[config.mk]
export PLATFORM = sky130hd
export DESIGN_NAME = regfile_write_arbiter
export DESIGN_NICKNAME = d
export VERILOG_FILES = /design/src/rtl/regfile_write_arbiter.sv
export SDC_FILE = /design/constraint.sdc
export NUM_CORES = 1
export LEC_CHECK = 0
export ABC_AREA = 1
export CORE_MARGIN = 5
export CORE_UTILIZATION = 38
export DETAILED_ROUTE_END_ITERATION = 8
export GPL_TIMING_DRIVEN = 0
export PLACE_DENSITY = 0.87
export SLEW_MARGIN = 20
export SYNTH_ARGS = -nofsm -noshare
export SYNTH_HDL_FRONTEND = slang
export SYNTH_SLANG_ARGS = --single-unit
export TNS_END_PERCENT = 1
[constraint.sdc]
create_clock -name clock -period 2.7 [get_ports clock]
set_input_delay 0.405 -clock clock [delete_from_list [all_inputs] [get_ports clock]]
set_output_delay 0.405 -clock clock [all_outputs]
set_load 0.1 [all_outputs]
[src/rtl/regfile_write_arbiter.sv]
// Register-file write port arbiter: three requesters (ALU, load, CSR) share one
// write port via round-robin; an optional post-reset sweep zeroes x1..x31.

// Per-lane grant: lane LANE wins when valid and no valid lane sits ahead of it
// in the rotation that starts at ptr_i.
module regfile_write_arbiter_lane #(
  parameter int NUM_LANES = 3,
  parameter int PW        = 2,
  parameter int LANE      = 0
) (
  input  logic [NUM_LANES-1:0] valid_i,
  input  logic [PW-1:0]        ptr_i,
  output logic                 grant_o
);
  localparam logic [PW-1:0] ME = PW'(LANE);

  logic [PW-1:0] j;
  logic          ahead;

  always_comb begin
    grant_o = valid_i[LANE];
    ahead   = 1'b1;
    j       = '0;
    for (int d = 0; d < NUM_LANES; d++) begin
      j = PW'((int'(ptr_i) + d) % NUM_LANES);
      if (j == ME)
        ahead = 1'b0;
      else if (ahead && valid_i[j])
        grant_o = 1'b0;
    end
  end
endmodule

module regfile_write_arbiter #(
  parameter bit INIT_CLEAR = 1'b1
) (
  input  logic        clock,
  input  logic        reset,
  input  logic [2:0]  req_valid,
  input  logic [14:0] req_addr,
  input  logic [95:0] req_data,
  output logic [2:0]  req_ready,
  output logic        rf_write_enable,
  output logic [4:0]  rf_write_addr,
  output logic [31:0] rf_write_data,
  output logic        init_busy
);
  localparam int NUM_LANES = 3;
  localparam int AW        = 5;
  localparam int DW        = 32;
  localparam int PW        = 2;

  typedef enum logic {INIT, RUN} state_t;

  state_t          state_q;
  logic [PW-1:0]   ptr_q;
  logic [AW-1:0]   cnt_q;
  logic            we_q;
  logic [AW-1:0]   addr_q;
  logic [DW-1:0]   data_q;

  logic [NUM_LANES-1:0][AW-1:0] addr_v;
  logic [NUM_LANES-1:0][DW-1:0] data_v;
  logic [NUM_LANES-1:0]         grant_raw;
  logic [AW-1:0]                sel_addr;
  logic [DW-1:0]                sel_data;
  logic [PW-1:0]                ptr_d;
  logic                         accept;

  assign addr_v = req_addr;
  assign data_v = req_data;

  for (genvar i = 0; i < NUM_LANES; i++) begin : g_lane
    regfile_write_arbiter_lane #(
      .NUM_LANES(NUM_LANES),
      .PW       (PW),
      .LANE     (i)
    ) u_lane (
      .valid_i(req_valid),
      .ptr_i  (ptr_q),
      .grant_o(grant_raw[i])
    );
  end

  // Grants are suppressed during the clear sweep and while reset is held.
  assign req_ready = (state_q == RUN && !reset) ? grant_raw : '0;
  assign accept    = |req_ready;

  // req_ready is one-hot, so OR-ing the granted lanes is a plain mux.
  always_comb begin
    sel_addr = '0;
    sel_data = '0;
    ptr_d    = ptr_q;
    for (int i = 0; i < NUM_LANES; i++) begin
      if (req_ready[i]) begin
        sel_addr = sel_addr | addr_v[i];
        sel_data = sel_data | data_v[i];
        ptr_d    = PW'((i + 1) % NUM_LANES);
      end
    end
  end

  always_ff @(posedge clock or posedge reset) begin
    if (reset) begin
      state_q <= INIT_CLEAR ? INIT : RUN;
      cnt_q   <= 5'd1;
      ptr_q   <= '0;
      we_q    <= 1'b0;
      addr_q  <= '0;
      data_q  <= '0;
    end else begin
      case (state_q)
        INIT: begin
          we_q   <= 1'b1;
          addr_q <= cnt_q;
          data_q <= '0;
          cnt_q  <= cnt_q + 5'd1;
          if (cnt_q == 5'd31) state_q <= RUN;
        end
        RUN: begin
          if (accept) begin
            // x0 is hardwired: complete the handshake but drop the strobe.
            we_q   <= |sel_addr;
            addr_q <= sel_addr;
            data_q <= sel_data;
            ptr_q  <= ptr_d;
          end else begin
            we_q <= 1'b0;
          end
        end
        default: state_q <= RUN;
      endcase
    end
  end

  assign rf_write_enable = we_q;
  assign rf_write_addr   = addr_q;
  assign rf_write_data   = data_q;
  assign init_busy       = (state_q == INIT);
endmodule

==> impl_metrics.tcl, run 1 <==
set metrics [dict create \
    status "finished, final reports clean" \
    numCtsBuffers 5 \
    layout-drive-gt1-share_pct 9.29 \
    vdd_drop_max_uv 989 \
    holdCritStartpoint "rf_write_addr[1]" \
    synthCells 373 \
    cap_violations 0 \
    insertion_delay_ns 0.30 \
    yosys_warnings 0 \
    fmax_mhz 384 \
    dp_hpwl_um 7440 \
    grt_pass1_wl_um 14500 \
    async_flop_share_pct 100 \
    relSlewSlack_pct 32.4 \
    synth-edff-count 0 \
    fp.dieW_um 93.1 \
    cts_sinks 46 \
    finalCriticalPeriod_ns 2.61 \
    hold_path.class "reg -> reg" \
    final-setup-viol-count 0 \
    p_switching_uw 3740 \
    synth_top_area_cell "dfrtp_1" \
    worst_pin_slew_ns 1.01 \
    start_util_pct 38.8 \
    yosysMostFrequentCell "nand2_1" \
    p_int_uw 2530 \
    globalplace.congestion 0.868 \
    holdBufCountCts 0 \
    cts_buffer_depth 2 \
    wl_per_cell_um 15.1 \
    vias_per_cell 5.00 \
    antenna_cells 0 \
    nets 659 \
    drt_iter0_drc 128 \
    area_growth_pct 72.5 \
    ys_ff_latch 46 \
    core_area_sq_um 6760 \
    finalHoldViolCount 0 \
    cp-end-kind "primary output" \
    die_area_sq_um 8660 \
    grt_pass1_vias 3028 \
    clkTransAtPathRegs_ns 0.08 \
    fp-row-count 30 \
    ioPinCount 158 \
    reg2reg_from "ptr_q[0]" \
    place_ws_ns -0.920 \
    cts_tree "built" \
    yosys-top-cells-area "dfrtp_1 43%, nand2_1 28%, a21oi_1 6.9%" \
    antenna_found_initial 0 \
    dr_total_vias 3090 \
    yosysSeqAreaShare_pct 43.9 \
    fin_skew_ns 0.0150 \
    p_sw_share_pct 59.6 \
    overflow 0 \
    routed_wl_um 9320 \
    stdcell_count 618 \
    power_density_nw_per_um2 1390 \
    clockRootBuffer "clkbuf_8" \
    tns_ns 0 \
    cp.arrival_ns 2.20 \
    combPwrFrac_pct 71.9 \
    synth_area_per_cell_sq_um 7.03 \
    ys.flop_type "dfrtp_1" \
    first_pass_iters 4 \
    path_max_fanout 10 \
    die_y_um 93.1 \
    syn-num-nets 495 \
    synthDistinctLibCells 26 \
    p_leak_uw 0.00221 \
    slew_violations 0 \
    crit_path_start "ptr_q[0]" \
    setup_ws_ns 0.0949 \
    placed_cell_area_sq_um 4320 \
    nFillCells 574 \
    p_clk_share_pct 9.7 \
    grt_max_degree 25 \
    drtAntennaViolNets 0 \
    drc 0 \
    grt_usage_pct 20.8 \
    worstSetupPathType "reg -> out" \
    fin_util_pct 67.0 \
    post_cts_buffers 0 \
    synth_area_sq_um 2620 \
    htreeDepth 2 \
    seqPwrFrac_pct 18.4 \
    cp.required_ns 2.30 \
    min_period_over_period_pct 96.5 \
    ys_top_cells_by_count "195 x nand2_1, 45 x dfrtp_1, 36 x a21oi_1, 25 x nand3_1, 15 x nor2_1" \
    synth_top_area_share_pct 42.9 \
    numPortBuffers 157 \
    final_cell_area_sq_um 4520 \
    start_kind "flip-flop" \
    dp.cells 611 \
]
worst max-delay path: stages, from the launching register on:
cell and delay (ns):
dfrtp_1 0.42, inv_2 0.11, ha_4 0.22, inv_2 0.10, nand2_1 0.08, nand2_2 0.08
nand3_1 0.06, nor2_1 0.15, nand2_2 0.13, nand2_2 0.13, inv_4 0.07, buf_4 0.18
buf_8 0.18
placed cells by master (no fill, tap or decap), types with 2 or more instances in the layout:
cell type,netlist,layout
buf_2,3,2
bufinv_16,0,2
buf_4,6,5
buf_6,3,4
inv_1,11,8
nor2_4,1,2
clkdlybuf4s50_1,0,153
nand2_1,195,191
clkinv_4,0,2
a21oi_1,36,36
dfrtp_1,45,45
nand2_2,3,7
xor2_1,2,2
nand3_1,25,25
buf_8,0,2
inv_4,0,2
nand4_1,3,3
nor2_1,15,15
clkbuf_8,0,5
ha_1,6,4
inv_2,8,8
cell type report:
type	count	area, sq um	area share, %
timing repair buffer	158	1620	35.8
multi-input combinational	295	1340	29.6
sequential	46	1150	25.5
tap	80	100	2.21
buffer	12	96.3	2.13
inverter	19	81.3	1.80
clock buffer	5	68.8	1.52
clock inverter	3	68.8	1.52
layer usage:
layer / global-route usage, % / wire length [um] / vias to the layer above
met5: 0 / 0 / -
met4: 6.72 / 254 / 0
met3: 5.07 / 723 / 24
met2: 37.4 / 4640 / 132
met1: 24.3 / 3700 / 1435
li1: - / - / 1499
repair_timing:
action,CTS,global route
pin swaps,0,0
endpoints found under the setup margin,4,3
gates resized for setup,27,14
metrics by stage:
stage          total power (uW)  hold WS [ns]
2_1_floorplan              4400         0.475
3_3_place_gp               5480         0.461
3_5_place_dp               5570         0.464
4_1_cts                    6220         0.488
5_1_grt                    6620         0.514
6_report                   6270         0.480
path summary, 6_finish.rpt:
kind                       slack (ns)           endpoint  cells after the start
setup / recovery                 0.09       req_ready[1]                     12
hold / removal                   0.48   rf_write_addr[1]                      2
setup reg to reg                 0.43  rf_write_data[18]                     14
hold reg to reg                  0.48   rf_write_addr[1]                      2
max in group asynchronous        1.58           cnt_q[0]                      3
min in group asynchronous        0.54  rf_write_data[13]                      2
registers in the layout (all words and copies together) (netlist names):
signal and cells:
rf_write_addr 5, state_q 1, ptr_q 2, rf_write_data 32, rf_write_enable 1, cnt_q 5
cell families (layout without fill, tap and decap cells):
logic type               count (synthesis)  in the layout  share of synthesized area (%)
AO/OA/AOI/OAI                           40             40                           7.92
XOR/XNOR                                 2              2                          0.668
flip-flops                              46             46                           43.9
AND/OR/NAND/NOR                        247            247                           38.2
buffers and inverters                   32            197                           6.44
adder cells (fa/ha/maj)                  6              6                           2.86
power groups by stage:
stage	Combinational (uW)	Sequential, uW	Clock [uW]
2_1_floorplan	1200	3200	0
3_3_place_gp	4330	1150	0
3_5_place_dp	4410	1160	0
4_1_cts	4440	1150	625
5_1_grt	4760	1200	654
6_report	4510	1160	610
No activity file was read; power rests on OpenSTA's default activity.
==> inputs of run 2 (changes only) <==
CORE_UTILIZATION = 40   (was 38)
SYNTH_HIERARCHICAL = 1   (was unset)
==> run 2 against run 1 <==
Sequential share of layout area fell by 1.2 points. Utilization decreased by 0.53 points. Clock power fell by 27%. Fmax grew 1.9%. Global-route usage is 0.73 points higher. Register-to-register slack gained 0.07 ns. Final area rose by 5.4%. First-iteration DRC count decreased by 16%. Sequential cell count is the same. Count of clock-buffer cells in the layout increased by 2. Via count increased by 0.36%. Combinational power shrank 4%. Critical path type unchanged. Largest cell class unchanged. Highest routed layer unchanged.
==> impl_metrics.tcl, run 2 <==
set metrics [dict create \
    cp.required_ns 2.30 \
    synth-edff-count 0 \
    async_flop_share_pct 100 \
    cp-end-kind "primary output" \
    rsz0062_at_grt "no" \
    final-setup-viol-count 0 \
    ioPinCount 158 \
    grt_pass1_vias 3228 \
    final_cell_mix "154 x nand2_1, 154 x clkdlybuf4s50_1, 43 x dfrtp_1, 26 x nand3_1, 25 x a21oi_1" \
    nFillCells 580 \
    yosys_warnings 6 \
    vias_per_cell 4.81 \
    numCtsBuffers 5 \
    p_leak_uw 0.00228 \
    hold_path.class "reg -> reg" \
    drtAntennaViolNets 0 \
    cts_tree "built" \
    ys_ff_latch 46 \
    clkTransAtPathRegs_ns 0.08 \
    slew_violations 0 \
    synthCells 380 \
    stdcell_count 645 \
    dp_hpwl_um 7650 \
    clockRootBuffer "clkbuf_8" \
    first_pass_iters 4 \
    synth_area_per_cell_sq_um 7.67 \
    drc 0 \
    tns_ns 0 \
    wl_per_cell_um 14.7 \
    yosysMostFrequentCell "nand2_1" \
    numPortBuffers 157 \
    synth_top_area_cell "dfrtp_1" \
    globalplace.congestion 0.819 \
    regArea_sq_um 1150 \
    dp.cells 636 \
    finalHoldViolCount 0 \
    yosys-top-cells-area "dfrtp_1 39%, nand2_1 20%, nand3_2 7.6%" \
    syn-num-nets 507 \
    area_growth_pct 63.7 \
    fin_skew_ns 0.00945 \
    yosysSeqAreaShare_pct 39.6 \
    grt_usage_pct 21.6 \
    layout-drive-gt1-share_pct 12.3 \
    grt_pass1_wl_um 15200 \
    synth_area_sq_um 2910 \
    path_max_fanout 16 \
    htreeDepth 2 \
    ys.flop_type "dfrtp_1" \
    finalCriticalPeriod_ns 2.56 \
    die_y_um 95.3 \
    rrSetupSlack_ns 0.50 \
    largest_reg_flops 32 \
    antenna_found_initial 0 \
    multiInputGateArea_sq_um 1540 \
    nets 672 \
    worstSetupPathType "reg -> out" \
    ys_top_cells_by_count "154 x nand2_1, 45 x dfrtp_1, 27 x a21oi_1, 26 x nand3_1" \
    synthDistinctLibCells 28 \
    cts_buffer_depth 2 \
    status "finished, final reports clean" \
    drt_iter0_drc 107 \
    grt_max_degree 56 \
    cp.arrival_ns 2.15 \
    synth_top_area_share_pct 38.7 \
    fp-row-count 31 \
    start_kind "flip-flop" \
    worst_pin_slew_ns 1.02 \
    die_area_sq_um 9090 \
    fp.dieW_um 95.3 \
    routed_wl_um 9500 \
    dr_total_vias 3101 \
    start_util_pct 40.6 \
    fmax_mhz 391 \
    min_period_over_period_pct 94.7 \
    core_area_sq_um 7180 \
    vdd_drop_max_uv 675 \
    insertion_delay_ns 0.29 \
    antenna_cells 0 \
    power_density_nw_per_um2 1260 \
    cts_sinks 46 \
    relSlewSlack_pct 31.8 \
    overflow 0 \
    cap_violations 0 \
]
## run 2: changes by cell type after synthesis, moves of 7 or more
cell	change
a21oi_1	-9
nor2_1	-7
buf_2	+9
inv_1	+11
nand2_1	-41
nand3b_1	+12
nand4_1	+12
nand3_2	+21
## run 2: path summary, 6_finish.rpt
path,start,to,cells after the start
worst max register to register,ptr_q[0],rf_write_addr[0],15
worst max-delay path,ptr_q[0],req_ready[2],11
worst min register to register,rf_write_data[20],rf_write_data[20],2
worst min-delay path,rf_write_data[20],rf_write_data[20],2
min in group asynchronous,reset,rf_write_data[15],3
max in group asynchronous,reset,ptr_q[0],3
## run 2: where the power goes
group,internal [uW],switching (uW),leakage (uW)
clock,212,235,0.0000489
combinational,1190,3160,0.00167
sequential,997,214,0.000559
total,2400,3610,0.00228
## run 2: through the flow
stage,setup WS (ns),cell area (sq um),util (%),total power (uW),hold slack [ns]
2_1_floorplan,0.327,2910,-,4400,0.475
3_3_place_gp,-0.923,4610,64.2,5430,0.494
3_5_place_dp,-0.979,4610,64.3,5520,0.495
4_1_cts,0.00862,4740,66.1,6030,0.520
5_1_grt,0.0163,4770,66.4,6340,0.530
6_report,0.144,4770,66.4,6010,0.518
## run 2: cell type report
class / count / share of cell area [%]
sequential: 46 / 24.2
multi-input combinational: 286 / 32.2
clock buffer: 7 / 1.81
timing repair buffer: 159 / 33.6
clock inverter: 1 / 0.184
buffer: 20 / 3.15
tap: 99 / 2.60
inverter: 27 / 2.23
## run 2: worst max-delay path: stages, from the launching register on
cell     delay (ns)
dfrtp_2        0.45
inv_1          0.06
ha_1           0.29
inv_1          0.04
nand2_1        0.05
nand2_1        0.05
nand2_1        0.06
nand2_1        0.09
a21oi_4        0.22
nand3_2        0.16
inv_6          0.18
buf_8          0.22
## run 2: layer usage
layer  routed length [um]  vias up  GRT usage [%]
met5                    0        -              0
met4                   77        0           4.45
met3                  880        6           7.10
met2                 4860      119           37.9
met1                 3680     1422           25.6
li1                     -     1554              -
## run 2: cell families (layout without fill, tap and decap cells)
family | count (synthesis) | in the layout | synth area share (%)
and+or+nand+nor | 242 | 242 | 40.9
DFF | 46 | 46 | 39.6
buffers and inverters | 48 | 214 | 8.50
xor gates and xnor gates | 3 | 3 | 0.902
AOI/OAI and AO/OA | 30 | 30 | 5.37
adders and majority gates | 11 | 11 | 4.73
## run 2: what timing repair did
item | in CTS | in global routing
hold buffers | 0 | 0
endpoints found under the setup margin | 3 | 3
resized for setup | 29 | 5
gates cloned | 0 | 0
pin swaps | 1 | 2
buffers inserted | 1 | 1
